$ cat config.mk
export PLATFORM = sky130hd
export DESIGN_NAME = mem_bank_ctrl_flat
export DESIGN_NICKNAME = d
export VERILOG_FILES = /design/src/rtl/mem_bank_if.sv /design/src/rtl/mem_bank_ctrl.sv /design/src/flat_wrapper.sv
export SDC_FILE = /design/constraint.sdc
export NUM_CORES = 1
export LEC_CHECK = 0
export ABC_CLOCK_PERIOD_IN_PS = 8350
export BUFFER_PORTS_ARGS = -buffer_cell sky130_fd_sc_hd__buf_2
export CORE_ASPECT_RATIO = 0.8
export CORE_MARGIN = 5
export CORE_UTILIZATION = 59
export CTS_CLUSTER_DIAMETER = 30
export CTS_CLUSTER_SIZE = 10
export DETAILED_ROUTE_END_ITERATION = 10
export GPL_ROUTABILITY_DRIVEN = 1
export PLACE_DENSITY = 0.76
export SYNTH_ARGS = -nofsm -noshare
export SYNTH_HDL_FRONTEND = slang
export SYNTH_SLANG_ARGS = --single-unit
export TNS_END_PERCENT = 1
$ cat constraint.sdc
create_clock -name clk -period 8.35 [get_ports clk]
set_input_delay 0.835 -clock clk [delete_from_list [all_inputs] [get_ports clk]]
set_output_delay 0.835 -clock clk [all_outputs]
set_load 0.05 [all_outputs]
$ cat src/rtl/mem_bank_if.sv
// Request/response bus of a single-port memory bank: valid/ready request channel,
// unthrottled read-response channel and the init-complete flag.
interface mem_bank_if #(
  parameter int ADDR_WIDTH = 4,
  parameter int DATA_WIDTH = 32
);
  localparam int NBYTES = DATA_WIDTH / 8;

  logic                  req_valid;
  logic                  req_ready;
  logic                  req_we;
  logic [NBYTES-1:0]     req_be;
  logic [ADDR_WIDTH-1:0] req_addr;
  logic [DATA_WIDTH-1:0] req_wdata;
  logic                  rsp_valid;
  logic [DATA_WIDTH-1:0] rsp_data;
  logic                  init_done;

  modport master (
    output req_valid, req_we, req_be, req_addr, req_wdata,
    input  req_ready, rsp_valid, rsp_data, init_done
  );

  modport slave (
    input  req_valid, req_we, req_be, req_addr, req_wdata,
    output req_ready, rsp_valid, rsp_data, init_done
  );
endinterface

$ cat src/rtl/mem_bank_ctrl.sv
// Single-port memory bank with byte-lane writes, a fixed read latency of
// READ_LATENCY cycles and a zero-fill sweep after reset.
module mem_bank_ctrl #(
  parameter int ADDR_WIDTH     = 4,
  parameter int DATA_WIDTH     = 32,
  parameter int READ_LATENCY   = 1,
  parameter bit CLEAR_ON_RESET = 1'b1
) (
  input  logic      clk,
  input  logic      rst,
  mem_bank_if.slave bus
);
  localparam int DEPTH  = 2 ** ADDR_WIDTH;
  localparam int NBYTES = DATA_WIDTH / 8;

  if (DATA_WIDTH % 8 != 0) begin : g_bad_data_width
    $fatal(1, "mem_bank_ctrl: DATA_WIDTH must be a multiple of 8");
  end
  if (READ_LATENCY < 1 || READ_LATENCY > 4) begin : g_bad_latency
    $fatal(1, "mem_bank_ctrl: READ_LATENCY must be within 1..4");
  end

  typedef enum logic {
    S_INIT,
    S_READY
  } state_t;

  state_t                state;
  state_t                state_nxt;
  logic [ADDR_WIDTH-1:0] clr_addr;
  logic [ADDR_WIDTH-1:0] clr_addr_nxt;
  logic                  ready_q;
  logic                  ready_nxt;
  logic                  done_q;
  logic                  done_nxt;

  logic [DATA_WIDTH-1:0] mem [DEPTH];

  logic                  accept;
  logic                  wr_acc;
  logic                  rd_acc;

  logic [READ_LATENCY-1:0] vld_p;
  logic [DATA_WIDTH-1:0]   data_p [READ_LATENCY];

  function automatic logic [DATA_WIDTH-1:0] merge_bytes(
    input logic [DATA_WIDTH-1:0] old_word,
    input logic [DATA_WIDTH-1:0] new_word,
    input logic [NBYTES-1:0]     be
  );
    logic [DATA_WIDTH-1:0] res;
    res = old_word;
    for (int b = 0; b < NBYTES; b++) begin
      if (be[b]) res[8*b +: 8] = new_word[8*b +: 8];
    end
    return res;
  endfunction

  assign accept = bus.req_valid & ready_q;
  assign wr_acc = accept & bus.req_we;
  assign rd_acc = accept & ~bus.req_we;

  always_ff @(posedge clk or posedge rst) begin
    if (rst) begin
      state    <= CLEAR_ON_RESET ? S_INIT : S_READY;
      clr_addr <= '0;
      ready_q  <= 1'b0;
      done_q   <= !CLEAR_ON_RESET;
    end else begin
      state    <= state_nxt;
      clr_addr <= clr_addr_nxt;
      ready_q  <= ready_nxt;
      done_q   <= done_nxt;
    end
  end

  // ready/done are registered from the next state so both rise on the sweep's last edge
  always_comb begin
    state_nxt    = state;
    clr_addr_nxt = clr_addr;
    unique case (state)
      S_INIT: begin
        clr_addr_nxt = clr_addr + 1'b1;
        if (&clr_addr) state_nxt = S_READY;
      end
      S_READY: begin
        state_nxt = S_READY;
      end
      default: begin
        state_nxt = S_INIT;
      end
    endcase
    ready_nxt = (state_nxt == S_READY);
    done_nxt  = (state_nxt == S_READY);
  end

  // Array write port: sweep owns it during INIT, requests otherwise
  always_ff @(posedge clk) begin
    if (state == S_INIT) begin
      mem[clr_addr] <= '0;
    end else if (wr_acc) begin
      mem[bus.req_addr] <= merge_bytes(mem[bus.req_addr], bus.req_wdata, bus.req_be);
    end
  end

  // Stage p0 samples the array on the accept edge; later stages only shift
  always_ff @(posedge clk or posedge rst) begin
    if (rst) begin
      vld_p <= '0;
      for (int i = 0; i < READ_LATENCY; i++) data_p[i] <= '0;
    end else begin
      vld_p[0] <= rd_acc;
      if (rd_acc) data_p[0] <= mem[bus.req_addr];
      for (int i = 1; i < READ_LATENCY; i++) begin
        vld_p[i] <= vld_p[i-1];
        if (vld_p[i-1]) data_p[i] <= data_p[i-1];
      end
    end
  end

  assign bus.req_ready = ready_q;
  assign bus.init_done = done_q;
  assign bus.rsp_valid = vld_p[READ_LATENCY-1];
  assign bus.rsp_data  = data_p[READ_LATENCY-1];

endmodule
$ cat src/flat_wrapper.sv
// flat-port wrapper written by rule: the top's interface ports become plain ports
module mem_bank_ctrl_flat 
#(
  parameter int ADDR_WIDTH     = 4,
  parameter int DATA_WIDTH     = 32,
  parameter int READ_LATENCY   = 1,
  parameter bit CLEAR_ON_RESET = 1'b1
)
  (clk, rst, bus_req_valid, bus_req_we, bus_req_be, bus_req_addr, bus_req_wdata, bus_req_ready, bus_rsp_valid, bus_rsp_data, bus_init_done);
  mem_bank_if #(.ADDR_WIDTH(ADDR_WIDTH), .DATA_WIDTH(DATA_WIDTH)) bus_i ();
  input  logic clk;
  input  logic rst;
  input wire logic [$bits(bus_i.req_valid)-1:0] bus_req_valid;
  input wire logic [$bits(bus_i.req_we)-1:0] bus_req_we;
  input wire logic [$bits(bus_i.req_be)-1:0] bus_req_be;
  input wire logic [$bits(bus_i.req_addr)-1:0] bus_req_addr;
  input wire logic [$bits(bus_i.req_wdata)-1:0] bus_req_wdata;
  output wire logic [$bits(bus_i.req_ready)-1:0] bus_req_ready;
  output wire logic [$bits(bus_i.rsp_valid)-1:0] bus_rsp_valid;
  output wire logic [$bits(bus_i.rsp_data)-1:0] bus_rsp_data;
  output wire logic [$bits(bus_i.init_done)-1:0] bus_init_done;
  assign bus_i.req_valid = bus_req_valid;
  assign bus_i.req_we = bus_req_we;
  assign bus_i.req_be = bus_req_be;
  assign bus_i.req_addr = bus_req_addr;
  assign bus_i.req_wdata = bus_req_wdata;
  assign bus_req_ready = bus_i.req_ready;
  assign bus_rsp_valid = bus_i.rsp_valid;
  assign bus_rsp_data = bus_i.rsp_data;
  assign bus_init_done = bus_i.init_done;
  mem_bank_ctrl #(.ADDR_WIDTH(ADDR_WIDTH), .DATA_WIDTH(DATA_WIDTH), .READ_LATENCY(READ_LATENCY), .CLEAR_ON_RESET(CLEAR_ON_RESET)) u_core (.clk(clk), .rst(rst), .bus(bus_i));
endmodule
==> results.ini <==
[clock_network]
postCtsHoldBufs=0
post_cts_resized=0
cts_buffers=85
cts_sinks=550
insertion_delay_ps=600
path_clk_slew_ps=50
cts_tree=built
cts_buffer_depth=3
cts.root.buffer_cell=clkbuf_16
post-cts-setup-buffer-count=0
htreeDepth=3

[grt]
grt_pass1_vias=12100
antenna_found_initial=0
grt_pass1_wl_um=76600
track_usage_pct=25.3
overflow=0
grt_max_degree=64

[power]
intPower_mw=5.48
powerDensity_nw_per_um2=278
ir_drop_mv=0.182
pwr-share-clk_pct=50.2
pwr-share-seq_pct=43.8
cellLeakagePower_nw=9.10
power_switching_mw=1.55
power_frac_comb_pct=6.0
power_mw=7.03
swShare_pct=22.1

[placed_design]
place.port_buffers=78
dp_slack_ps=3870
place_congestion=0.765
dp_hpwl_um=26800
placed_cells_incl_taps=1700

[worst_setup_path]
worst-r2r-setup-slack_ps=4540
crit_chain=buf_8 -> buf_4 -> mux2i_1 -> a222oi_1 -> a22oi_1 -> a21oi_1
critical_path_class=in2reg
crit_buf_inv=2
cp_max_fo=63
critPathArrivalTime_ps=4120
worst_setup_path_end_kind=flop
rr_worst_depth=4
crit_path_start_kind=primary input
crit_slowest_cell=a21oi_1
reg2reg_from=u_core.state
required_ps=8560
crit_family=compound AO/OA/AOI/OAI gates
critical-path-max-stage-delay_ps=1010
r2r_end=u_core.mem[10][11]

[floorplanning]
initial_core_util_pct=59.9
die_area_um2=40600
die_w_um=224
num_io_pins=79
rows=62
die_height_um=181
core_um2=36100

[yosys]
ys_ff_latch=550
syn-cell-area_um2=21600
async_flop_share_pct=6.91
synth_edf_count=512
yosys.cell_types.count=40
synth_ff_type=edfxtp_1
syn_inst=1195
ys_top_cells_by_area=edfxtp_1 (71%), mux2i_1 (8.7%), dfrtp_1 (4.4%)
syn_nets=1240
synthDominantCellAreaShare_pct=71.1
yosysTopAreaCell=edfxtp_1
ys_warn_count=0
synth.avg_cell_area_um2=18.1
seq_area_frac_synth_pct=75.5

[timing]
fin_crit_ps=3910
period_share_pct=46.9
tightest_slew_ps=1250
fin_setup_tns_ps=0
fmax_ghz=0.256
setup_slack_ps=4440
slew_viol_final=0
finClkSkew_ps=17.3
setup_violations=0
hold_slack_ps=456
rsz0062_at_grt=no
slew_headroom_pct=16.6
hold_viol=0

[routing]
wl_per_cell_um=28.0
vias_per_cell=6.53
routed_wl_um=51900
drc_errors=0
ant_nets=0
vias=12100
drt_iter0_drc=1497
drtPass1Iterations=6

[run]
maxCapViolCount=0

[final_layout]
antenna_cells=0
final_nets=1352
final_cell_mix=edfxtp_1 (512), mux2i_1 (188), clkbuf_16 (87)
drive_gt1_share_pct=21.3
final_common_cell=edfxtp_1
finalNonFillerCells=1854
area_growth_syn_to_layout_pct=17.1

[outcome]
status=finished clean

[hold_path]
hold_path_class=in2async

==> logic make-up (layout without fill, tap and decap cells) <==
logic type               Yosys count  after routing  synth area share (%)
adder cells (fa/ha/maj)            1              1                0.0579
multiplexers                     223            223                  12.4
XOR/XNOR                           3              3                 0.122
buffers and inverters             87            266                  2.52
AO/OA/AOI/OAI                    231            231                  7.43
flip-flops                       550            550                  75.5
AND/OR/NAND/NOR                  100            100                  1.99
==> routing by layer <==
metal | track usage [%] | routed length, µm | up-vias
li1 | - | - | 5086
met1 | 36.7 | 21700 | 6258
met2 | 39.2 | 24400 | 664
met3 | 6.10 | 4840 | 90
met4 | 6.98 | 981 | 0
met5 | 0 | 0 | -
==> synthesized netlist by cell type, drive strengths merged, types with 6 or more instances <==
cell       n
nand2     33
a221oi     8
a21oi     64
buf       52
clkbuf    25
edfxtp   512
a222oi    30
mux4      34
a22oi      6
a2bb2oi   26
inv        9
nor2      45
dfrtp     38
o21ai     64
a221o     26
mux2i    188
nand2b     9
==> worst min-delay path: stages <==
cell   delay (ps)
buf_2         100
inv_2          30
buf_4         570
==> sequential cells by signal, summed over array words and instances, names as in the netlist <==
register,cells
u_core.clr_addr,4
u_core.bus.rsp_data,32
u_core.bus.rsp_valid,1
u_core.mem,512
u_core.state,1
==> worst max path at each step <==
stage / from / endpoint / slack (ps) / cells after the start
floorplan: bus_req_addr[0] / u_core.mem[0][0] / 4860 / 7
global placement: bus_req_addr[0] / u_core.mem[12][12] / 4000 / 6
detailed placement: bus_req_addr[0] / u_core.mem[8][12] / 3870 / 6
CTS: bus_req_addr[0] / u_core.mem[14][12] / 4490 / 6
global route: bus_req_addr[0] / u_core.mem[14][12] / 4250 / 6
finish: bus_req_addr[0] / u_core.mem[14][12] / 4440 / 6
==> final cells by class <==
class | count | area [µm²]
Clock inverter | 49 | 576
Fill cell | 2249 | 10800
Clock buffer | 105 | 2300
Sequential cell | 550 | 16300
Multi-Input combinational cell | 558 | 4890
Inverter | 10 | 37.5
Timing Repair Buffer | 102 | 583
Tap cell | 480 | 601
==> power groups by stage <==
| stage | clock network, mW | registers (mW) | logic, mW |
|---|---|---|---|
| finish | 3.53 | 3.08 | 0.420 |
| global route | 3.68 | 3.08 | 0.444 |
| CTS | 3.55 | 3.08 | 0.420 |
| detailed placement | 0 | 3.13 | 0.416 |
| global placement | 0 | 3.13 | 0.408 |
| floorplan | 0 | 3.21 | 0.214 |
==> through the flow <==
stage	util, %	area (µm²)
2_1_floorplan	-	21600
3_3_place_gp	62.2	22400
3_5_place_dp	62.2	22400
4_1_cts	70.2	25300
5_1_grt	70.2	25300
6_report	70.2	25300
(Power assumes the default switching activity.)
